==> config.mk <==
export PLATFORM = sky130hd
export DESIGN_NAME = dense_layer1_16
export DESIGN_NICKNAME = d
export VERILOG_FILES = /design/src/rtl/dense_layer1_16.sv
export SDC_FILE = /design/constraint.sdc
export NUM_CORES = 1
export LEC_CHECK = 0
export CAP_MARGIN = 15
export CORE_UTILIZATION = 31
export DETAILED_ROUTE_END_ITERATION = 8
export GPL_ROUTABILITY_DRIVEN = 1
export GPL_TIMING_DRIVEN = 0
export PLACE_DENSITY = 0.61
export SLEW_MARGIN = 20
export SYNTH_ARGS = -nofsm -noshare
export SYNTH_HDL_FRONTEND = slang
export SYNTH_SLANG_ARGS = --single-unit
export TNS_END_PERCENT = 1
==> constraint.sdc <==
create_clock -name clk -period 18.35 [get_ports clk]
set_input_delay 1.835 -clock clk [delete_from_list [all_inputs] [get_ports clk]]
set_output_delay 1.835 -clock clk [all_outputs]
set_load 0.01 [all_outputs]
==> src/rtl/dense_layer1_16.sv <==
// Fully connected layer in signed fixed point, evaluated one multiply per clock.
// Each neuron takes IN_SIZE MAC cycles followed by one bias/shift/saturate/ReLU cycle.
// All operands are captured at start, so the input ports may change freely while the layer is busy.
module dense_layer1_16 #(
    parameter int IN_SIZE   = 1,
    parameter int OUT_SIZE  = 8,
    parameter int W         = 8,
    parameter int FRAC_BITS = 4,
    parameter int ACC_W     = 24,
    parameter int RELU      = 1
) (
    input  logic                         clk,
    input  logic                         rst_n,
    input  logic                         start,
    input  logic [IN_SIZE*W-1:0]         data_in,
    input  logic [IN_SIZE*OUT_SIZE*W-1:0] weights_in,
    input  logic [OUT_SIZE*W-1:0]        bias_in,
    output logic [OUT_SIZE*W-1:0]        data_out,
    output logic                         busy,
    output logic                         done
);

    localparam int KW = (IN_SIZE > 1) ? $clog2(IN_SIZE) : 1;
    localparam int NW = (OUT_SIZE > 1) ? $clog2(OUT_SIZE) : 1;
    localparam logic signed [ACC_W-1:0] SAT_MAX = ACC_W'((2 ** (W - 1)) - 1);
    localparam logic signed [ACC_W-1:0] SAT_MIN = ACC_W'(-(2 ** (W - 1)));

    typedef enum logic [1:0] {IDLE, MAC, ACT, DONE} state_t;

    state_t state_reg, state_next;

    logic [IN_SIZE*W-1:0]          x_reg;
    logic [IN_SIZE*OUT_SIZE*W-1:0] w_reg;
    logic [OUT_SIZE*W-1:0]         b_reg;
    logic signed [ACC_W-1:0]       acc_reg;
    logic [KW-1:0]                 k_reg;
    logic [NW-1:0]                 n_reg;

    logic signed [W-1:0] x_arr   [IN_SIZE];
    logic signed [W-1:0] w_arr   [IN_SIZE*OUT_SIZE];
    logic signed [W-1:0] b_arr   [OUT_SIZE];
    logic signed [W-1:0] out_arr [OUT_SIZE];

    logic signed [W-1:0]     x_sel, w_sel, b_sel;
    logic signed [2*W-1:0]   prod;
    logic signed [ACC_W-1:0] prod_ext, acc_mac;
    logic signed [ACC_W-1:0] bias_ext, pre_shift, shifted;
    logic signed [W-1:0]     act_res;
    logic                    last_k, last_n, capture;

    // Unpack captured operand vectors and repack the result registers.
    genvar gi;
    generate
        for (gi = 0; gi < IN_SIZE; gi++) begin : g_x
            assign x_arr[gi] = x_reg[gi*W +: W];
        end
        for (gi = 0; gi < IN_SIZE*OUT_SIZE; gi++) begin : g_w
            assign w_arr[gi] = w_reg[gi*W +: W];
        end
        for (gi = 0; gi < OUT_SIZE; gi++) begin : g_b
            assign b_arr[gi]          = b_reg[gi*W +: W];
            assign data_out[gi*W +: W] = out_arr[gi];
        end
    endgenerate

    assign last_k  = (int'(k_reg) == IN_SIZE - 1);
    assign last_n  = (int'(n_reg) == OUT_SIZE - 1);
    assign capture = start && (state_reg == IDLE || state_reg == DONE);
    assign busy    = (state_reg == MAC) || (state_reg == ACT);
    assign done    = (state_reg == DONE);

    // Operand selection for the current (neuron, input) pair.
    always_comb begin
        x_sel = '0;
        w_sel = '0;
        b_sel = '0;
        for (int i = 0; i < IN_SIZE; i++)
            if (int'(k_reg) == i) x_sel = x_arr[i];
        for (int i = 0; i < IN_SIZE*OUT_SIZE; i++)
            if (int'(n_reg) * IN_SIZE + int'(k_reg) == i) w_sel = w_arr[i];
        for (int i = 0; i < OUT_SIZE; i++)
            if (int'(n_reg) == i) b_sel = b_arr[i];
    end

    // Full-width product, accumulation, and the activation stage.
    always_comb begin
        prod      = x_sel * w_sel;
        prod_ext  = {{(ACC_W-2*W){prod[2*W-1]}}, prod};
        acc_mac   = acc_reg + prod_ext;
        bias_ext  = {{(ACC_W-W){b_sel[W-1]}}, b_sel};
        pre_shift = acc_reg + (bias_ext <<< FRAC_BITS);
        shifted   = pre_shift >>> FRAC_BITS;
        if (shifted > SAT_MAX)
            act_res = {1'b0, {(W-1){1'b1}}};
        else if (shifted < SAT_MIN)
            act_res = {1'b1, {(W-1){1'b0}}};
        else
            act_res = shifted[W-1:0];
        if (RELU != 0 && act_res[W-1])
            act_res = '0;
    end

    // State register.
    always_ff @(posedge clk or negedge rst_n) begin
        if (!rst_n)
            state_reg <= IDLE;
        else
            state_reg <= state_next;
    end

    // Next-state logic.
    always_comb begin
        state_next = state_reg;
        case (state_reg)
            IDLE, DONE: if (start) state_next = MAC;
            MAC:        if (last_k) state_next = ACT;
            ACT:        state_next = last_n ? DONE : MAC;
            default:    state_next = IDLE;
        endcase
    end

    // Operand capture, MAC accumulation, index stepping and result write-back.
    always_ff @(posedge clk or negedge rst_n) begin
        if (!rst_n) begin
            x_reg   <= '0;
            w_reg   <= '0;
            b_reg   <= '0;
            acc_reg <= '0;
            k_reg   <= '0;
            n_reg   <= '0;
            for (int i = 0; i < OUT_SIZE; i++)
                out_arr[i] <= '0;
        end else begin
            if (capture) begin
                x_reg   <= data_in;
                w_reg   <= weights_in;
                b_reg   <= bias_in;
                acc_reg <= '0;
                k_reg   <= '0;
                n_reg   <= '0;
            end else if (state_reg == MAC) begin
                acc_reg <= acc_mac;
                k_reg   <= k_reg + KW'(1);
            end else if (state_reg == ACT) begin
                for (int i = 0; i < OUT_SIZE; i++)
                    if (int'(n_reg) == i) out_arr[i] <= act_res;
                acc_reg <= '0;
                k_reg   <= '0;
                if (!last_n) n_reg <= n_reg + NW'(1);
            end
        end
    end

endmodule

# [Word-level counts from Yosys, hierarchy flattened]
# Cells that the tools add are included.
[totals] reg_bits=230 inputBits=139 out_inout_bits=66
[op_classes] bitwise=2 n_reduce_logical=19 muxes=34 add_sub_neg=5 mul=1 n_lt_le_gt_ge=2 n_eq_ne=21
[op_table] operator="8-bit 2-to-1 mux" count=19
[op_table] operator="32-bit by 4-bit equality test with 1-bit output (second input constant)" count=3
[op_table] operator="24-bit 2-to-1 mux" count=3
[op_table] operator="32-bit by 3-bit equality test with 1-bit output (second input constant)" count=2
[op_table] operator="32-bit by 2-bit equality test with 1-bit output (second input constant)" count=1
[op_table] operator="32-bit zero test" count=1
[op_table] operator="4-bit AND reduction" count=8
[op_table] operator="24-bit by 12-bit adder with 24-bit output" count=1
[op_table] operator="24-bit by 16-bit adder with 24-bit output" count=1
[op_table] operator="20-bit by 8-bit greater-than comparator with 1-bit output (second input constant)" count=1
[op_table] operator="20-bit by 8-bit less-than comparator with 1-bit output (second input constant)" count=1
[op_table] operator="8-bit by 8-bit multiplier with 16-bit output" count=1
[op_table] operator="3-bit equality test (second input constant)" count=4
[op_table] operator="3-bit 2-to-1 mux" count=4
[op_table] operator="7-bit 2-to-1 mux" count=1
[op_table] operator="3-bit by 2-bit equality test with 1-bit output (second input constant)" count=2
[op_table] operator="2-bit 2-to-1 mux" count=3
[op_table] operator="2-bit != test (second input constant)" count=3
[op_table] operator="2-bit one-hot mux with 3 select lines" count=1
[op_table] operator="3-bit by 1-bit adder with 4-bit output" count=1
[op_table] operator="2-bit equality test (second input constant)" count=2
[op_table] operator="4-bit by 3-bit equality test with 1-bit output (second input constant)" count=1
[op_table] operator="3-bit by 1-bit adder with 3-bit output (second input constant)" count=1
[op_table] operator="3-bit by 1-bit equality test with 1-bit output (second input constant)" count=1
[op_table] operator="other kinds (14)" count=18

# [Logic depth before layout (Yosys ltp)]
[logic_depth] depth_word=14 mapped_depth=29 ltp_nobuf=28

# [Worst setup path after synthesis]
# Ideal clock, no wire load.
[synth_path] kind="register to register" startpoint="reg n_reg[0]" endpoint="reg acc_reg[23]" path_buffers=3 arrival_ns=7.667 stages_incl_launch_ff=27 t_required_ns=18.217 setup_time_ns=0.133 setup_slack_ns=10.550 path_cell_list="dfrtp_1 > ha_1 > clkbuf_1 > clkbuf_1 > buf_1 > mux2i_1 > o21ai_1 > and2_1 > inv_1 > fa_1 > inv_1 > fa_1 > fa_1 > fa_1 > inv_1 > fa_1 > inv_1 > ha_1 > a21o_1 > a2bb2oi_1 > a21oi_1 > a21oi_1 > o21ai_0 > or4_1 > a31oi_1 > xnor2_1 > o21ai_0"
[synth_via] elab_chain_len=14 word_cells_on_any_way=21 cone_classes="2 x add/sub; 1 x mul; 7 x eq/ne; 10 x mux; 1 x reduce/logical"
[synth_lines] element="from (decl)" line="37" rtl="logic [NW-1:0] n_reg;"
[synth_lines] element="from (signal assigned)" line="149" rtl="if (!last_n) n_reg <= n_reg + NW'(1);"
[synth_lines] element="3-bit by 1-bit adder with 4-bit output (*)" line="80" rtl="if (int'(n_reg) * IN_SIZE + int'(k_reg) == i) w_sel = w_arr[i];"
[synth_lines] element="32-bit zero test" line="80"
[synth_lines] element="8-bit 2-to-1 mux (7 in series)" line="80"
[synth_lines] element="8-bit 2-to-1 mux (*)" line="80"
[synth_lines] element="8-bit by 8-bit multiplier with 16-bit output (*)" line="87" rtl="prod = x_sel * w_sel;"
[synth_lines] element="24-bit by 16-bit adder with 24-bit output (*)" line="89" rtl="acc_mac = acc_reg + prod_ext;"
[synth_lines] element="24-bit 2-to-1 mux (*)" line="141" rtl="end else if (state_reg == MAC) begin"
[synth_lines] element="24-bit 2-to-1 mux (*)" line="134" rtl="if (capture) begin"
[synth_lines] element="to (signal assigned)" line="142" rtl="acc_reg <= acc_mac;"
[synth_lines] element="to (decl)" line="35" rtl="logic signed [ACC_W-1:0] acc_reg;"
# Mark *: on every way between the ends. The rest lies on a longest branch, timed or not.
# A chain may end at the register's enable or synchronous reset.

# [Worst setup path after layout]
# Same ends and word-level chain as after synthesis.

==> out/metrics.yaml <==
drc_errors: 0
max_slew_margin_pct: 25.98
end_kind: "flop"
antenna_found_initial: 1
finClkSkew_ps: 18.01
synth-seq-cells: 222
use_met1_pct: 21.82
synth-warning-count: 0
io-pin-count: 205
grt_pass1_vias: 11350
via_count: 10975
postSynthCellCount: 1404
synthArstFlopShare_pct: 100.0
ff2ff_setup_slack_ps: 8890
core.rowCount: 80
final_cell_mix: "dfrtp_1, clkdlybuf4s50_1, nand2_1"
cts.htree.levels: 1
timing.setup.tns_ps: 0
vias_per_cell: 4.845
cp.arrival_ps: 9870
synth.distinct_cells: 72
dieArea_um2: 49060
hold_viol_final: 0
post_cts_resized: 0
cts_root_buffer: "clkbuf_16"
status: "completed"
cts_tree: "done"
postCtsHoldBufs: 0
post-route-period-util_pct: 51.53
period_minus_slack_ps: 9457
cap_violations: 0
slew_violations: 0
cts_buffers: 26
coreArea_um2: 47650
critical_path_class: "reg -> reg"
gp_congestion: 0.8856
clk_pin_slew_ps: 60
synth.avg_cell_area_um2: 10.64
grtUsageMet2_pct: 25.45
wl_per_cell_um: 16.55
startpoint_type: "flop"
fin_nets: 1967
start_util_pct: 31.35
grt_pass1_wl_um: 61940
clk_latency_ps: 550
ys_seq_area_share_pct: 37.19
synth-edff-count: 0
critPathRequiredTime_ps: 18760
rsz0062_at_grt: "false"
hp-class: "reg -> reg"
chipHeight_um: 221.5
layout_commonest_cell: "dfrtp_1"
syn_area_um2: 14940
dp_hpwl_um: 30360
clkSinkCount: 222
top_usage_layer: "met2"
ant_nets: 0
cts_setup_buffers: 0
met3_usage_pct: 2.452
clockBufferDepth: 3
n_antenna_cell: 0
chipWidth_um: 221.5
drtIter0Drc: 699
numPortBuffers: 196
gr-total-overflow: 0
syn2layout_area_growth_pct: 24.07
dr.pass1.iters: 5
worstMarginPinSlew_ps: 1102
setup_viol: 0
max_freq_mhz: 105.7
ys.flop_type: "dfrtp_1"
grt_use_total_pct: 15.55
routed_wl_um: 37490
drive_above_1_share_pct: 13.39
grt_max_degree: 93
path_max_fanout: 17
[per-layer routing]
layer	vias up	share of wire, %
met2	245	47
met3	43	4.3
li1	5254	-
met1	5431	47
met4	2	1.6
met5	-	0.035
[worst paths after layout]
| kind | cells after the start | start | to |
|---|---|---|---|
| setup reg to reg | 26 | n_reg[0]$_DFFE_PN0P_ | acc_reg[23]$_DFFE_PN0P_ |
| setup / recovery | 26 | n_reg[0]$_DFFE_PN0P_ | acc_reg[23]$_DFFE_PN0P_ |
| max in group asynchronous | 2 | rst_n | x_arr[3]$_DFFE_PN0P_ |
| hold reg to reg | 2 | data_out[37]$_DFFE_PN0P_ | data_out[37]$_DFFE_PN0P_ |
| hold / removal | 2 | data_out[37]$_DFFE_PN0P_ | data_out[37]$_DFFE_PN0P_ |
| min in group asynchronous | 1 | rst_n | b_reg[2]$_DFFE_PN0P_ |
[cell type report]
class / instances / area [um^2]
inverter: 136 / 510.5
tap: 615 / 769.5
multi-input combinational: 991 / 8630
sequential: 222 / 5555
buffer: 62 / 269.0
clock inverter: 4 / 40.04
clock buffer: 36 / 728.2
fill: 4687 / 29110
timing repair buffer: 199 / 2029
[worst max-delay path: stages (launching register included)]
cell	delay (ps)
dfrtp_1	440
ha_1	310
clkbuf_1	620
clkbuf_1	570
buf_1	600
mux2i_1	160
o21ai_1	490
and2_1	840
inv_1	150
fa_1	540
inv_1	60
fa_1	520
fa_1	440
fa_1	540
inv_1	50
fa_1	500
inv_1	40
ha_1	360
a21o_1	210
a2bb2oi_1	280
a21oi_1	150
a21oi_1	320
o21ai_0	220
or4_1	440
a31oi_1	230
xnor2_1	140
o21ai_0	90
[cell usage after synthesis (18+ instances only)]
library cell	count	area share [%]
clkbuf_1	40	1.0
nand2_1	153	3.8
inv_1	135	3.4
o21ai_1	25	0.84
mux2_2	135	10
fa_1	106	14
ha_1	84	7.0
nand2b_1	22	0.92
nor2_1	81	2.0
nor2b_1	19	0.80
xnor2_1	18	1.1
dfrtp_1	222	37
o21ai_0	99	3.3
a21oi_1	53	1.8
[logic make-up (layout without fill, tap and decap cells)]
group / after synthesis / count (layout) / synth area share (%)
XOR/XNOR: 31 / 31 / 1.994
buffers and inverters: 198 / 437 / 5.219
other: 1 / 8 / 0.02511
flip-flops: 222 / 222 / 37.19
AND/OR/NAND/NOR: 329 / 329 / 9.985
adder cells (fa/ha/maj): 190 / 190 / 21.24
multiplexers: 151 / 151 / 11.92
AO/OA/AOI/OAI: 282 / 282 / 12.42
[stage by stage]
step / hold WS, ps / area [um^2] / utilization, % / setup slack (ps) / std cells
global placement: 463.4 / 17690 / 37.14 / 6051 / 2222
floorplan: 472.1 / 14960 / - / 10550 / 1411
finish: 481.2 / 18530 / 38.89 / 8893 / 2265
CTS: 482.2 / 18520 / 38.88 / 8832 / 2264
global route: 505.3 / 18530 / 38.89 / 8234 / 2265
detailed placement: 469.7 / 17750 / 37.26 / 8835 / 2224
Power is left out: the tool's default activity adds up to more than one toggle a clock period on the data nets, which glitch-free logic cannot reach.
